## src/rtl/bicubic_pkg.sv

```systemverilog
// Shared constants and pixel types for the bicubic scaler datapath.
//   DSP_P_WIDTH     : width of a DSP48 P output word
//   SIMD_LO_WIDTH   : bit position of lane B in a 2x SIMD packed P word
//   PIXEL_WIDTH     : output pixel width (UINT8)
//   COEFF_FRAC_BITS : fraction bits carried by the interpolation coefficients
package bicubic_pkg;

   localparam int DSP_P_WIDTH     = 48;
   localparam int SIMD_LO_WIDTH   = 18;
   localparam int PIXEL_WIDTH     = 8;
   localparam int COEFF_FRAC_BITS = 7;

   typedef logic [PIXEL_WIDTH-1:0] pixel_t;

   typedef struct packed {
      pixel_t b;
      pixel_t a;
   } pixel_pair_t;

endpackage

```

## src/rtl/simd_lane_round_sat.sv

```systemverilog
// One lane of the SIMD unpacker: rounds away the coefficient fraction
// (stage 2 register) and clamps to a UINT8 pixel with a saturation flag
// (stage 3 register). Both registers load only when advance is high.
//   clk, aresetn : clock, asynchronous active-low reset
//   advance      : pipeline move enable shared with the whole block
//   sum          : signed lane sum from the split stage
//   pixel, sat   : clamped pixel and "result was clamped" flag
module simd_lane_round_sat
   import bicubic_pkg::*;
#(
   parameter int SUM_WIDTH = 20,
   parameter int FRAC_BITS = 7
) (
   input  logic                        clk,
   input  logic                        aresetn,
   input  logic                        advance,
   input  logic signed [SUM_WIDTH-1:0] sum,
   output pixel_t                      pixel,
   output logic                        sat
);

   // One extra bit of headroom so adding the rounding half never overflows.
   localparam int RW = SUM_WIDTH + 1;
   localparam logic signed [RW-1:0] HALF    = signed'(RW'(1) << (FRAC_BITS - 1));
   localparam logic signed [RW-1:0] PIX_MAX = RW'((1 << PIXEL_WIDTH) - 1);

   logic signed [RW-1:0] sum_ext;
   logic signed [RW-1:0] rnd_c;
   logic signed [RW-1:0] rnd_q;
   pixel_t               pix_c;
   logic                 sat_c;

   assign sum_ext = RW'(sum);
   assign rnd_c   = (sum_ext + HALF) >>> FRAC_BITS;

   always_comb begin
      pix_c = rnd_q[PIXEL_WIDTH-1:0];
      sat_c = 1'b0;
      if (rnd_q[RW-1]) begin
         pix_c = '0;
         sat_c = 1'b1;
      end else if (rnd_q > PIX_MAX) begin
         pix_c = '1;
         sat_c = 1'b1;
      end
   end

   always_ff @(posedge clk or negedge aresetn) begin
      if (!aresetn) begin
         rnd_q <= '0;
         pixel <= '0;
         sat   <= 1'b0;
      end else if (advance) begin
         rnd_q <= rnd_c;
         pixel <= pix_c;
         sat   <= sat_c;
      end
   end

endmodule

```

## src/rtl/dsp_simd2x_unpack_uint8.sv

```systemverilog
// Consumer end of the 2x INT9xUINT8 SIMD DSP packing scheme. Splits the
// packed P word into lane A (low) and lane B (high) sums, undoes the borrow
// a negative lane A leaves in lane B, then rounds, shifts and saturates each
// lane to a UINT8 pixel. Three-stage pipeline with a valid/ready stream.
//   clk, aresetn         : clock, asynchronous active-low reset
//   clken                : global pipeline enable (0 freezes everything)
//   din, din_valid       : packed P word in
//   din_ready            : word accepted this cycle
//   dout_a, dout_b       : lane A / lane B pixels
//   sat_a, sat_b         : lane was clamped
//   dout_valid, dout_ready : output handshake
module dsp_simd2x_unpack_uint8
   import bicubic_pkg::*;
#(
   parameter int LO_WIDTH  = SIMD_LO_WIDTH,
   parameter int SUM_WIDTH = 20,
   parameter int FRAC_BITS = COEFF_FRAC_BITS
) (
   input  logic                   clk,
   input  logic                   aresetn,
   input  logic                   clken,
   input  logic [DSP_P_WIDTH-1:0] din,
   input  logic                   din_valid,
   output logic                   din_ready,
   output logic [PIXEL_WIDTH-1:0] dout_a,
   output logic [PIXEL_WIDTH-1:0] dout_b,
   output logic                   sat_a,
   output logic                   sat_b,
   output logic                   dout_valid,
   input  logic                   dout_ready
);

   logic advance;
   logic s1_valid;
   logic s2_valid;

   logic signed [LO_WIDTH-1:0]  lo_raw;
   logic signed [SUM_WIDTH-2:0] hi_raw;
   logic signed [SUM_WIDTH-1:0] lo_c;
   logic signed [SUM_WIDTH-1:0] hi_c;
   logic signed [SUM_WIDTH-1:0] lo_q;
   logic signed [SUM_WIDTH-1:0] hi_q;
   logic                        unused_din_hi;
   pixel_pair_t                 pair;

   // Every stage moves together; a full output slot blocks the whole pipe.
   assign advance   = clken && (!dout_valid || dout_ready);
   assign din_ready = advance;

   assign lo_raw = din[LO_WIDTH-1:0];
   assign hi_raw = din[LO_WIDTH+SUM_WIDTH-2:LO_WIDTH];
   assign lo_c   = SUM_WIDTH'(lo_raw);
   // A negative lane A borrowed one from lane B when the products were
   // summed into the shared word; its sign bit is exactly that borrow.
   assign hi_c   = SUM_WIDTH'(hi_raw) + signed'({{(SUM_WIDTH-1){1'b0}}, din[LO_WIDTH-1]});

   assign unused_din_hi = ^din[DSP_P_WIDTH-1:LO_WIDTH+SUM_WIDTH-1];

   always_ff @(posedge clk or negedge aresetn) begin
      if (!aresetn) begin
         s1_valid   <= 1'b0;
         s2_valid   <= 1'b0;
         dout_valid <= 1'b0;
         lo_q       <= '0;
         hi_q       <= '0;
      end else if (advance) begin
         s1_valid   <= din_valid;
         s2_valid   <= s1_valid;
         dout_valid <= s2_valid;
         lo_q       <= lo_c;
         hi_q       <= hi_c;
      end
   end

   simd_lane_round_sat #(
      .SUM_WIDTH (SUM_WIDTH),
      .FRAC_BITS (FRAC_BITS)
   ) u_lane_a (
      .clk     (clk),
      .aresetn (aresetn),
      .advance (advance),
      .sum     (lo_q),
      .pixel   (pair.a),
      .sat     (sat_a)
   );

   simd_lane_round_sat #(
      .SUM_WIDTH (SUM_WIDTH),
      .FRAC_BITS (FRAC_BITS)
   ) u_lane_b (
      .clk     (clk),
      .aresetn (aresetn),
      .advance (advance),
      .sum     (hi_q),
      .pixel   (pair.b),
      .sat     (sat_b)
   );

   assign dout_a = pair.a;
   assign dout_b = pair.b;

endmodule
```

## config.mk

```make
export PLATFORM = sky130hd
export DESIGN_NAME = dsp_simd2x_unpack_uint8
export DESIGN_NICKNAME = d
export VERILOG_FILES = /design/src/rtl/bicubic_pkg.sv /design/src/rtl/simd_lane_round_sat.sv /design/src/rtl/dsp_simd2x_unpack_uint8.sv
export SDC_FILE = /design/constraint.sdc
export NUM_CORES = 1
export LEC_CHECK = 0
export ABC_CLOCK_PERIOD_IN_PS = 4000
export CAP_MARGIN = 0
export CORE_ASPECT_RATIO = 1.4
export CORE_UTILIZATION = 40
export DETAILED_ROUTE_END_ITERATION = 10
export PLACE_DENSITY = 0.64
export SYNTH_ARGS = -nofsm -noshare
export SYNTH_HDL_FRONTEND = slang
export SYNTH_SLANG_ARGS = --single-unit
```

## constraint.sdc

```tcl
create_clock -name clk -period 4 [get_ports clk]
set_clock_uncertainty 0.1 [all_clocks]
set_input_delay 1 -clock clk [delete_from_list [all_inputs] [get_ports clk]]
set_output_delay 1 -clock clk [all_outputs]
set_load 0.05 [all_outputs]
```

# == Yosys cells after proc, flatten, opt, wreduce, memory -nomap -nowiden ==
# Index checks and enable logic that the tools add are counted.
# classes
addsub,3
mul,0
n_shift,0
reduce_logical,3
order_cmp,2
eq_ne,0
mux,8
n_div,0
n_bitwise,0
# ops
cell,n
$mux 8,4
$add 20x8->21 const B,1
$add 19x2->20,1
$add 18x8->19 const B,1
$gt 14x9->1 const B,1
$gt 12x9->1 const B,1
$mux 1,4
$logic_and 1x1->1,1
$logic_not 1->1,1
$logic_or 1x1->1,1
# word_totals
input_bits,53
ram_bits,0
memories,0
word_cells,27
reg_bits,85
latch_bits,0
romBits,0

# == Depth between registers and ports, before layout ==
# logic_depth
depth_word,3
mapped_depth,7

# == Modules after synthesis ==
# Synthesis repeated with hierarchy kept, for this count alone.
# hier_totals
cells_unflattened,452
hier_area_um2,4192.8
# modules_own_cells
mod,area_per_inst_um2,seq_area_each_um2,n_inst,cells_each
dsp_simd2x_unpack_uint8,1936.9,1026.0,1,213
simd_lane_round_sat at u_lane_a,1129.8,575.6,1,119
simd_lane_round_sat at u_lane_b,1126.1,575.6,1,120

# == Least setup slack after synthesis ==
# No wires, ideal clock.
# synth_timing
path_kind,in2out
from,input clken
to,output din_ready
n_path_buf,2
stages,4
slack_ns,0.871
t_arrival_ns,2.029
cell_sequence,o21ai_0 > buf_2 > inv_2 > clkbuf_1
# synth_between
elab_chain_len,1
# synth_lines
element,line_no,rtl
"start, declared",dsp_simd2x_unpack_uint8.sv:21,"input logic clken,"
$logic_and 1x1->1,dsp_simd2x_unpack_uint8.sv:47,assign advance = clken && (!dout_valid || dout_ready);
"end, declared",dsp_simd2x_unpack_uint8.sv:24,"output logic din_ready,"
# No other way between the ends.

# == Worst setup path after layout ==
# layout_timing
from,input dout_ready
to,output din_ready
# layout_between
elab_chain_len,2
# layout_lines
element,line_no,rtl
"start, declared",dsp_simd2x_unpack_uint8.sv:30,input logic dout_ready
$logic_or 1x1->1,dsp_simd2x_unpack_uint8.sv:47,
$logic_and 1x1->1,dsp_simd2x_unpack_uint8.sv:47,
# No other way between the ends.

==> summary.txt <==
Logic synthesis
  – Seq/Total Area, Yosys: between 50% and 60%
  – Synth Register Bits: 73
  – Post-synth net total: 435
  – Ys Warns: 0
  – Synth top area share: 52.8%
  – Count of cell types in the netlist: 30
  – Syn Area/Cell: around 9.1 um2
  – Mapped Cells: 380
  – Synth area leader: dfrtp_1
  – Top cells by area, synth: dfrtp_1 (53%), nand2_1 (12%), o21ai_0 (5.6%)
  – Post-Syn Area: 3460 um2

Detailed routing
  – Via count: 2640
  – DRT Pass-1 Iters: 4
  – Routed WL: 6.30 mm
  – 1st-iter DRT viols: 217
  – DRC Markers: 0
  – DR vias/cell: 4.92
  – Detail Route Antenna Nets: 0
  – Drt wl/cell: between 10 and 15 um

STA
  – Setup TNS: 0 ns
  – Max-slew headroom: 30.5%
  – Final Slew Violations: 0
  – RSZ-0062 raised after global routing: no
  – Post-route minimum period: 2.91 ns
  – Worst slew pin tran: 1.04 ns
  – Final hold vios: 0
  – Final Setup Violations: 0
  – Crit share post-route: 72.8%
  – Fmax: 344 MHz

Global route
  – Largest net degree at the start of global routing: 121
  – Number of antenna violations at the first check in global routing: 0
  – GRT Util Overall: 16.3%
  – Vias in the first global route: 2617
  – Grt ovf: 0
  – First-pass GRT wire length: 11.4 mm

CTS
  – CTS Hold Buffers Added: 0
  – CTS sink count: 73
  – CTS tree: yes
  – Clock slew at reported path FFs: 0.05 ns
  – Clock root buffer: clkbuf_16
  – H-Tree Depth: 3
  – Post-CTS sizing: 0
  – Setup bufs post-CTS: 0
  – Clk buf depth: 2
  – Number of CTS-inserted buffers: 9
  – Clock latency on the worst-skew pair: ~0.33 ns

Pwr
  – Leakage: 1.87 nW
  – Clock power share: 28.1%
  – Total Power: 2.61 mW
  – Int Power: 1.68 mW
  – Pwr dens: 597 nW/um2
  – Sw frac: 35.7%
  – Logic pwr share: a little under a third
  – Switch Pwr: 934 uW
  – Worst ir drop on vdd: around 0.29 mV
  – Seq pwr share: 41.3%

Floorplan
  – Initial core utilization: 41.7%
  – Core area: 8300 um2
  – Ports: 73
  – Die W: 80.6 um
  – Die height: 112 um
  – Rows: 39
  – Die area: 9040 um2

Placed design
  – Post-DP HPWL: 4.37 mm
  – Port buffer count: between 50 and 60
  – Routability cong.: 0.767

Worst setup path
  – Crit-path max FO: 2
  – CP arrival: 1.81 ns
  – Critical path class: input pin to primary output
  – Critical Path RT: 2.90 ns
  – Critical Path Source Type: input pin
  – Critical path endpoint category: primary output

Final layout
  – N_diodes: 0
  – Layout cell share with drive strength beyond 1: roughly 7%
  – Area grow syn2layout: 26.5%
  – Multi-input logic area: 1530 um2
  – Seq. cell area: 1830 um2
  – Post-layout nets: between 400 and 500
  – Fillers: 809

Run
  – # Max-Cap Violations: 0

Min path
  – Worst hold path type: register to register

Outcome
  – Outcome: completed
-- metrics by stage --
step                instance area (um2)  hold WS (ns)  utilization (%)  setup WS [ns]  instances
global route                       4380         0.397             52.8           1.05        537
global placement                   4100         0.355             49.4           1.07        521
finish                             4380         0.362             52.8           1.09        537
floorplan                          3460         0.339                -          0.871        380
detailed placement                 4100         0.360             49.4           1.01        521
CTS                                4380         0.372             52.8           1.07        537
-- cell families (layout without fill, tap and decap cells) --
logic type / after synthesis / in the layout / share of synthesized area [%]
AND/OR/NAND/NOR: 181 / 181 / 24.0
flip-flops: 73 / 73 / 52.8
AO/OA/AOI/OAI: 63 / 63 / 11.0
XOR/XNOR: 32 / 32 / 8.10
buffers and inverters: 29 / 84 / 3.51
adder cells (fa/ha/maj): 2 / 2 / 0.723
-- power groups by stage --
stage               clock [mW]  combinational, mW  sequential (mW)
floorplan                    0              0.309             1.31
global placement             0              0.798             1.09
detailed placement           0              0.811             1.10
CTS                      0.760              0.813             1.08
global route             0.787              0.879             1.11
finish                   0.735              0.800             1.08
-- worst max-delay path, stage by stage --
cell             delay, ns
clkdlybuf4s50_1       0.44
o21ai_4               0.16
inv_2                 0.07
buf_12                0.15
-- flip-flops by register name (all words and copies together), names as in the netlist --
signal,cells
lo_q,12
u_lane_a.pixel,8
s1_valid,1
u_lane_b.pixel,8
u_lane_b.rnd_q,14
u_lane_a.rnd_q,12
dout_valid,1
u_lane_b.sat,1
u_lane_a.sat,1
hi_q,14
s2_valid,1
-- path summary, 6_finish.rpt --
path / start / to / slack (ns) / depth (start not counted)
max: dout_ready / din_ready / 1.09 / 4
max reg2reg: dout_valid / u_lane_b.rnd_q[7] / 2.02 / 4
min in group asynchronous: aresetn / lo_q[6] / 0.78 / 2
min: u_lane_b.sat / u_lane_b.sat / 0.36 / 2
min reg2reg: u_lane_b.sat / u_lane_b.sat / 0.36 / 2
max in group asynchronous: aresetn / u_lane_b.pixel[7] / 2.44 / 2
-- Yosys cell counts --
library cell and n:
nand2_1 113, dfrtp_1 73, o21ai_0 39, nor2_1 25, xnor2_1 22, o31ai_1 16, nand3_1 11, buf_2 10
xor2_1 10, inv_1 9, clkbuf_1 8, nor3_1 8, nand4_1 7, nor4_1 6, a31oi_1 3, nand4_4 3
and3_1 2, and4_1 2, ha_1 2, a21bo_2 1, a21o_2 1, a31o_2 1, and2_1 1, buf_1 1
inv_2 1, nand3b_1 1, nor4_4 1, o21ai_2 1, o41ai_1 1, or3_1 1
-- cell usage in the layout, fill, tap and decap left out, types with 3 or more instances in the layout --
cell / count
a31oi_1: 3
buf_4: 3
clkbuf_16: 9
clkdlybuf4s50_1: 53
clkinv_2: 3
dfrtp_1: 73
inv_1: 9
nand2_1: 113
nand3_1: 11
nand4_1: 7
nand4_4: 3
nor2_1: 25
nor3_1: 8
nor4_1: 6
o21ai_0: 38
o31ai_1: 16
xnor2_1: 22
xor2_1: 10
-- metal layers --
metal,up-vias,part of all wire [%],global-route usage (%)
li1,1378,-,-
met1,1199,46,20.0
met2,52,48,26.4
met3,11,3.3,3.25
met4,0,2.7,9.29
met5,-,0,0
-- layout make-up --
type | instances | share of cell area (%)
tap | 102 | 2.92
multi-input combinational | 278 | 34.8
clock buffer | 11 | 5.77
sequential | 73 | 41.7
inverter | 10 | 0.857
timing repair buffer | 58 | 13.2
clock inverter | 5 | 0.686
Note: power is estimated with default switching activity, not from simulation.
